## src/rtl/sram_ctrl_pkg.sv

```systemverilog
// ============================================================================
// sram_ctrl_pkg : shared state encoding and sizing helper for the SRAM
//                 multiport controller.
// Revision      : 1.0
// ============================================================================
`default_nettype none

package sram_ctrl_pkg;

    typedef enum logic [1:0] {
        ST_IDLE   = 2'd0,
        ST_SETUP  = 2'd1,
        ST_ACCESS = 2'd2,
        ST_DONE   = 2'd3
    } state_t;

    // Never returns 0, so a single-channel or single-wait build still gets a 1-bit index/counter.
    function automatic int clog2(input int n);
        int w;
        for (w = 1; (1 << w) < n; w++) begin
        end
        return w;
    endfunction

endpackage

`default_nettype wire

```

## src/rtl/sram_multiport_ctrl_rr_arbiter.sv

```systemverilog
// ============================================================================
// rr_arbiter : one-hot grant from a request vector, round-robin after
//              last_grant or fixed lowest-index priority.
// Revision   : 1.0
// ============================================================================
`default_nettype none

module rr_arbiter
    import sram_ctrl_pkg::*;
#(
    parameter int NUM_CH     = 3,
    parameter int FIXED_PRIO = 0
) (
    input  logic [NUM_CH-1:0]        req,
    input  logic [NUM_CH-1:0]        mask,
    input  logic [clog2(NUM_CH)-1:0] last_grant,
    input  logic                     enable,
    output logic [NUM_CH-1:0]        grant,
    output logic [clog2(NUM_CH)-1:0] idx
);

    localparam int IDX_W = clog2(NUM_CH);

    logic [NUM_CH-1:0] w_elig;

    assign w_elig = enable ? (req & ~mask) : '0;

    // Visit candidates in search order; the first eligible one wins.
    always_comb begin : p_search
        int pos;
        grant = '0;
        idx   = '0;
        pos   = 0;
        for (int k = 1; k <= NUM_CH; k++) begin
            if (FIXED_PRIO != 0) begin
                pos = k - 1;
            end else begin
                pos = (int'(last_grant) + k) % NUM_CH;
            end
            if ((grant == '0) && w_elig[pos]) begin
                grant[pos] = 1'b1;
                idx        = IDX_W'(pos);
            end
        end
    end

endmodule

`default_nettype wire

```

## src/rtl/sram_multiport_ctrl.sv

```systemverilog
// ============================================================================
// sram_multiport_ctrl : arbitrates NUM_CH requesters onto one asynchronous
//                       byte-wide SRAM with a SETUP/ACCESS/DONE cycle.
// Revision            : 1.0
// ============================================================================
`default_nettype none

module sram_multiport_ctrl
    import sram_ctrl_pkg::*;
#(
    parameter int NUM_CH      = 3,
    parameter int ADDR_W      = 22,
    parameter int SRAM_ADDR_W = 21,
    parameter int DATA_W      = 8,
    parameter int WAIT_CYCLES = 3,
    parameter int FIXED_PRIO  = 0
) (
    input  logic                       clk,
    input  logic                       reset_n,
    input  logic [NUM_CH-1:0]          req,
    input  logic [NUM_CH-1:0]          we,
    input  logic [NUM_CH*ADDR_W-1:0]   addr,
    input  logic [NUM_CH*DATA_W-1:0]   wdata,
    output logic [NUM_CH-1:0]          ack,
    output logic [NUM_CH*DATA_W-1:0]   rdata,
    output logic                       busy,
    output logic [SRAM_ADDR_W-1:0]     sram_addr,
    output logic [DATA_W-1:0]          sram_dq_o,
    output logic                       sram_dq_oe,
    input  logic [DATA_W-1:0]          sram_dq_i,
    output logic                       sram_cs_n,
    output logic                       sram_we_n
);

    localparam int IDX_W = clog2(NUM_CH);
    localparam int CNT_W = clog2(WAIT_CYCLES + 1);

    state_t                          state_q, state_d;
    logic [CNT_W-1:0]                cnt_q, cnt_d;
    logic [IDX_W-1:0]                sel_q, sel_d;
    logic [IDX_W-1:0]                last_q, last_d;
    logic                            we_q, we_d;
    logic [SRAM_ADDR_W-1:0]          addr_q, addr_d;
    logic [DATA_W-1:0]               wdata_q, wdata_d;
    logic [NUM_CH-1:0][DATA_W-1:0]   rdata_q, rdata_d;

    logic [NUM_CH-1:0]               w_grant;
    logic [IDX_W-1:0]                w_gnt_idx;
    logic [NUM_CH-1:0]               w_sel_onehot;
    logic [NUM_CH-1:0]               w_mask;
    logic                            w_arb_en;
    logic                            w_unused_addr;

    // Upper requester address bits are deliberately dropped; external decode owns them.
    assign w_unused_addr = ^addr;

    assign w_sel_onehot = NUM_CH'(1) << sel_q;
    assign w_arb_en     = (state_q == ST_IDLE) || (state_q == ST_DONE);
    // The channel finishing in DONE still holds req; masking it avoids a second grant.
    assign w_mask       = (state_q == ST_DONE) ? w_sel_onehot : '0;

    rr_arbiter #(
        .NUM_CH     (NUM_CH),
        .FIXED_PRIO (FIXED_PRIO)
    ) u_arb (
        .req        (req),
        .mask       (w_mask),
        .last_grant (last_q),
        .enable     (w_arb_en),
        .grant      (w_grant),
        .idx        (w_gnt_idx)
    );

    always_comb begin
        state_d = state_q;
        cnt_d   = cnt_q;
        sel_d   = sel_q;
        last_d  = last_q;
        we_d    = we_q;
        addr_d  = addr_q;
        wdata_d = wdata_q;
        rdata_d = rdata_q;
        case (state_q)
            ST_IDLE, ST_DONE: begin
                if (|w_grant) begin
                    state_d = ST_SETUP;
                    sel_d   = w_gnt_idx;
                    last_d  = w_gnt_idx;
                    we_d    = we[w_gnt_idx];
                    addr_d  = addr[int'(w_gnt_idx)*ADDR_W +: SRAM_ADDR_W];
                    wdata_d = wdata[int'(w_gnt_idx)*DATA_W +: DATA_W];
                end else begin
                    state_d = ST_IDLE;
                end
            end
            ST_SETUP: begin
                cnt_d   = CNT_W'(WAIT_CYCLES - 1);
                state_d = ST_ACCESS;
            end
            ST_ACCESS: begin
                if (cnt_q == '0) begin
                    state_d = ST_DONE;
                    if (!we_q) begin
                        rdata_d[sel_q] = sram_dq_i;
                    end
                end else begin
                    cnt_d = cnt_q - CNT_W'(1);
                end
            end
            default: state_d = ST_IDLE;
        endcase
    end

    always_ff @(posedge clk or negedge reset_n) begin
        if (!reset_n) begin
            state_q <= ST_IDLE;
            cnt_q   <= '0;
            sel_q   <= '0;
            last_q  <= IDX_W'(NUM_CH - 1);
            we_q    <= 1'b0;
            addr_q  <= '0;
            wdata_q <= '0;
            rdata_q <= '0;
        end else begin
            state_q <= state_d;
            cnt_q   <= cnt_d;
            sel_q   <= sel_d;
            last_q  <= last_d;
            we_q    <= we_d;
            addr_q  <= addr_d;
            wdata_q <= wdata_d;
            rdata_q <= rdata_d;
        end
    end

    // Pin controls decode straight from state so an async reset clears them at once.
    assign ack        = (state_q == ST_DONE) ? w_sel_onehot : '0;
    assign busy       = (state_q != ST_IDLE);
    assign rdata      = rdata_q;
    assign sram_addr  = addr_q;
    assign sram_dq_o  = wdata_q;
    assign sram_dq_oe = we_q && (state_q != ST_IDLE);
    assign sram_cs_n  = (state_q == ST_IDLE);
    assign sram_we_n  = !((state_q == ST_ACCESS) && we_q);

endmodule

`default_nettype wire
```

## config.mk

```make
export PLATFORM = sky130hd
export DESIGN_NAME = sram_multiport_ctrl
export DESIGN_NICKNAME = d
export VERILOG_FILES = /design/src/rtl/sram_ctrl_pkg.sv /design/src/rtl/sram_multiport_ctrl_rr_arbiter.sv /design/src/rtl/sram_multiport_ctrl.sv
export SDC_FILE = /design/constraint.sdc
export NUM_CORES = 1
export LEC_CHECK = 0
export BUFFER_PORTS_ARGS = -buffer_cell sky130_fd_sc_hd__buf_2
export CAP_MARGIN = 20
export CORE_ASPECT_RATIO = 0.75
export CORE_MARGIN = 1.5
export CORE_UTILIZATION = 45
export CTS_CLUSTER_SIZE = 28
export DETAILED_ROUTE_END_ITERATION = 8
export GPL_TIMING_DRIVEN = 0
export PLACE_DENSITY = 0.85
export SLEW_MARGIN = 0
export SYNTH_ARGS = -nofsm -noshare
export SYNTH_HDL_FRONTEND = slang
export SYNTH_SLANG_ARGS = --single-unit
```

## constraint.sdc

```tcl
create_clock -name clk -period 7 [get_ports clk]
set_input_delay 0.35 -clock clk [delete_from_list [all_inputs] [get_ports clk]]
set_output_delay 0.35 -clock clk [all_outputs]
set_load 0.05 [all_outputs]
```

==> summary.md <==
| Metric | Value |
|---|---|
| WS Path Type | `register to register` |
| Setup crit start kind | `register` |
| Fin nets | `between 600 and 700` |
| Minimum clock period | `3250 ps` |
| Flops & latches, synth | `61` |
| Die area | `8530 sq um` |
| IO Port Bufs | `162` |
| RR Startpoint | `sel_q[0]$_DFFE_PN0P_` |
| Worst-Margin Slew | `about 770 ps` |
| Top_reg_cell synth | `dfrtp_1` |
| Reg area | `1530 sq um` |
| Mean routed wirelength per cell | `17.3 um` |
| CORE AREA | `7530 sq um` |
| Number of synthesized flops with an enable pin | `0` |
| Status | `completed` |
| Commonest cells post-synth | `dfrtp_1 (60), nand3_1 (35), nor2_1 (33)` |
| DR vias | `3718` |
| Max-cap violations | `0` |
| Setup violators final | `0` |
| Boundary Pins | `166` |
| Tightest Hold Check Type | `primary input to asynchronous set/reset pin` |
| Fin Setup TNS | `0 ps` |
| Yosys cell types | `43` |
| Global route overflow | `0` |
| Tot GR Track Use | `27.2%` |
| Clock-pin transition on the worst setup and hold timing paths | `70 ps` |
| Most frequent cell after synthesis | `dfrtp_1` |
| First-pass GRT wire length | `about 18000 um` |
| Worst R2R Setup Slack | `3750 ps` |
| Mapped Area | `around 3600 sq um` |
| Clock Latency Late Sink | `340 ps` |
| Synth Area per Inst | `9.86 sq um` |
| Syn Nets | `479` |
| Num CTS Buffers | `9` |
| RR Endpoint | `sram_addr[20]$_DFFE_PN0P_` |
| DRT antenna net count | `0` |
| Synth warn | `0` |
| Hold Vio Cnt, Final | `0` |
| Bufs on Longest Clock Path | `2` |
| Post-DP HPWL | `8490 um` |
| Slew Limit Headroom | `48.9%` |
| Layout Skew | `~11 ps` |
| Critical Path AT | `3450 ps` |
| Die Ht | `80.4 um` |
| Area grow syn2layout | `31.1%` |
| Antenna violations before repair | `0` |
| Top cell type's share of synthesized area | `41.8%` |
| Die width | `106 um` |
| Post-synthesis sequential area ratio | `a little over two fifths` |
| Vias per inst | `between 5 and 6` |
| Worst R2R Path Depth | `10` |
| Diode count | `0` |
| TritonRoute pass-1 iters | `4` |
| Vias in the first global route | `about 3800` |
| Largest cells by area after synthesis | `dfrtp_1 (42%), mux2_2 (7.5%), a221oi_1 (7.3%), o31ai_1 (6.5%), nor3b_1 (6.3%)` |
| CTS tree | `yes` |
| Final Slew Violations | `0` |
| Root Buffer | `clkbuf_8` |
| Max H-tree Level | `3` |
| Largest net degree at the start of global routing | `34` |
| Post-synthesis cell count | `364` |
| Starting Density | `47.6%` |
| Post-CTS setup buffer count | `0` |
| Num rows | `27` |
| Synth area leader | `dfrtp_1` |
| Critical Path RT | `7210 ps` |
| Fillcell total | `653` |
| Final Cycle Share | `46.4%` |
| Worst Setup End Kind | `register` |
| Share of cells above drive strength 1 | `between 40% and 50%` |
| Unrepaired setup endpoints after global routing | `no` |
| Post-layout util | `62.5%` |
| Multi-input logic area | `1850 sq um` |
| CTS Hold Buffers Added | `0` |
| Routability cong. | `0.944` |
| CTS resizes | `0` |
| Ys async rst share | `100%` |
| Residual DRC | `0` |
| Sink Count | `61` |
| Initial drt markers | `232` |
| Achievable Freq | `308 MHz` |
| CP Max Fanout | `10` |
| Drt total wl | `between 10000 and 15000 um` |
==> layout make-up <==
class / instances / area share, %
multi-input combinational: 258 / 39.3
sequential: 61 / 32.5
timing repair buffer: 164 / 17.8
buffer: 33 / 3.54
tap: 101 / 2.69
clock buffer: 9 / 2.63
inverter: 12 / 0.957
clock inverter: 5 / 0.638
==> sequential cells by signal (all words and copies together) (netlist names) <==
register and flops:
cnt_q 2, rdata 24, last_q 1, sram_addr 21, sel_q 2, we_q 1
state_q 2, sram_dq_o 8
==> worst max path at each step <==
| stage | start | to | slack, ps | depth (start not counted) |
|---|---|---|---|---|
| after floorplan | state_q[0]$_DFFE_PN0P_ | sram_addr[20]$_DFFE_PN0P_ | 4190 | 8 |
| after global placement | sel_q[0]$_DFFE_PN0P_ | sram_addr[20]$_DFFE_PN0P_ | 3840 | 10 |
| after detailed placement | sel_q[0]$_DFFE_PN0P_ | sram_addr[20]$_DFFE_PN0P_ | 3830 | 10 |
| after CTS | sel_q[0]$_DFFE_PN0P_ | sram_addr[20]$_DFFE_PN0P_ | 3800 | 10 |
| after global routing | sel_q[0]$_DFFE_PN0P_ | sram_addr[20]$_DFFE_PN0P_ | 3410 | 10 |
| final | sel_q[0]$_DFFE_PN0P_ | sram_addr[20]$_DFFE_PN0P_ | 3750 | 10 |
==> per-stage QoR <==
stage | setup WS [ps] | std cells | area [sq um] | hold WS (ps)
4_1_cts | 3800 | 643 | 4710 | 97.4
6_report | 3750 | 643 | 4710 | 74.4
2_1_floorplan | 4190 | 364 | 3590 | 54.4
3_5_place_dp | 3830 | 629 | 4550 | 467
5_1_grt | 3410 | 643 | 4710 | 131
3_3_place_gp | 3840 | 627 | 4530 | 475
==> cells by family after synthesis <==
group / synth area share, %
buffers and inverters: 5.89
muxes: 7.53
AOI/OAI and AO/OA: 19.6
and+or+nand+nor: 21.3
DFF: 42.6
adders and majority gates: 3.14
==> metal layers <==
metal | part of all wire, % | global-route usage [%] | vias up
met5 | 0 | 0 | -
met4 | 2.3 | 11.1 | 0
met3 | 7.7 | 5.11 | 23
met2 | 49 | 47.5 | 196
met1 | 41 | 33.2 | 1783
li1 | - | - | 1716
==> cells in the final DEF, fill, tap and decap left out, types with 8 or more instances in the layout <==
cell      Yosys  layout
nor2_1       33      33
nand3_1      35      35
nor3b_1      30      30
dfrtp_1      60      60
nand2_1       8       8
clkbuf_8      0       9
clkbuf_1     21      21
inv_1        11      11
o21ai_0       8       8
o31ai_1      31      31
mux2_2       24      24
a221oi_1     30      30
ha_1          9       9
buf_2         7     170
==> worst max-delay path, cell delays in order, from the launching register on <==
cell	delay [ps]
dfrtp_1	480
inv_1	140
ha_1	340
clkbuf_1	210
nor2b_1	260
o21ai_0	150
o31ai_1	500
clkbuf_1	440
nor3b_1	120
a221oi_1	340
o31ai_1	130
Power is not shown: default switching activity piles up to over one toggle a cycle in this logic, so the estimate is an artifact.
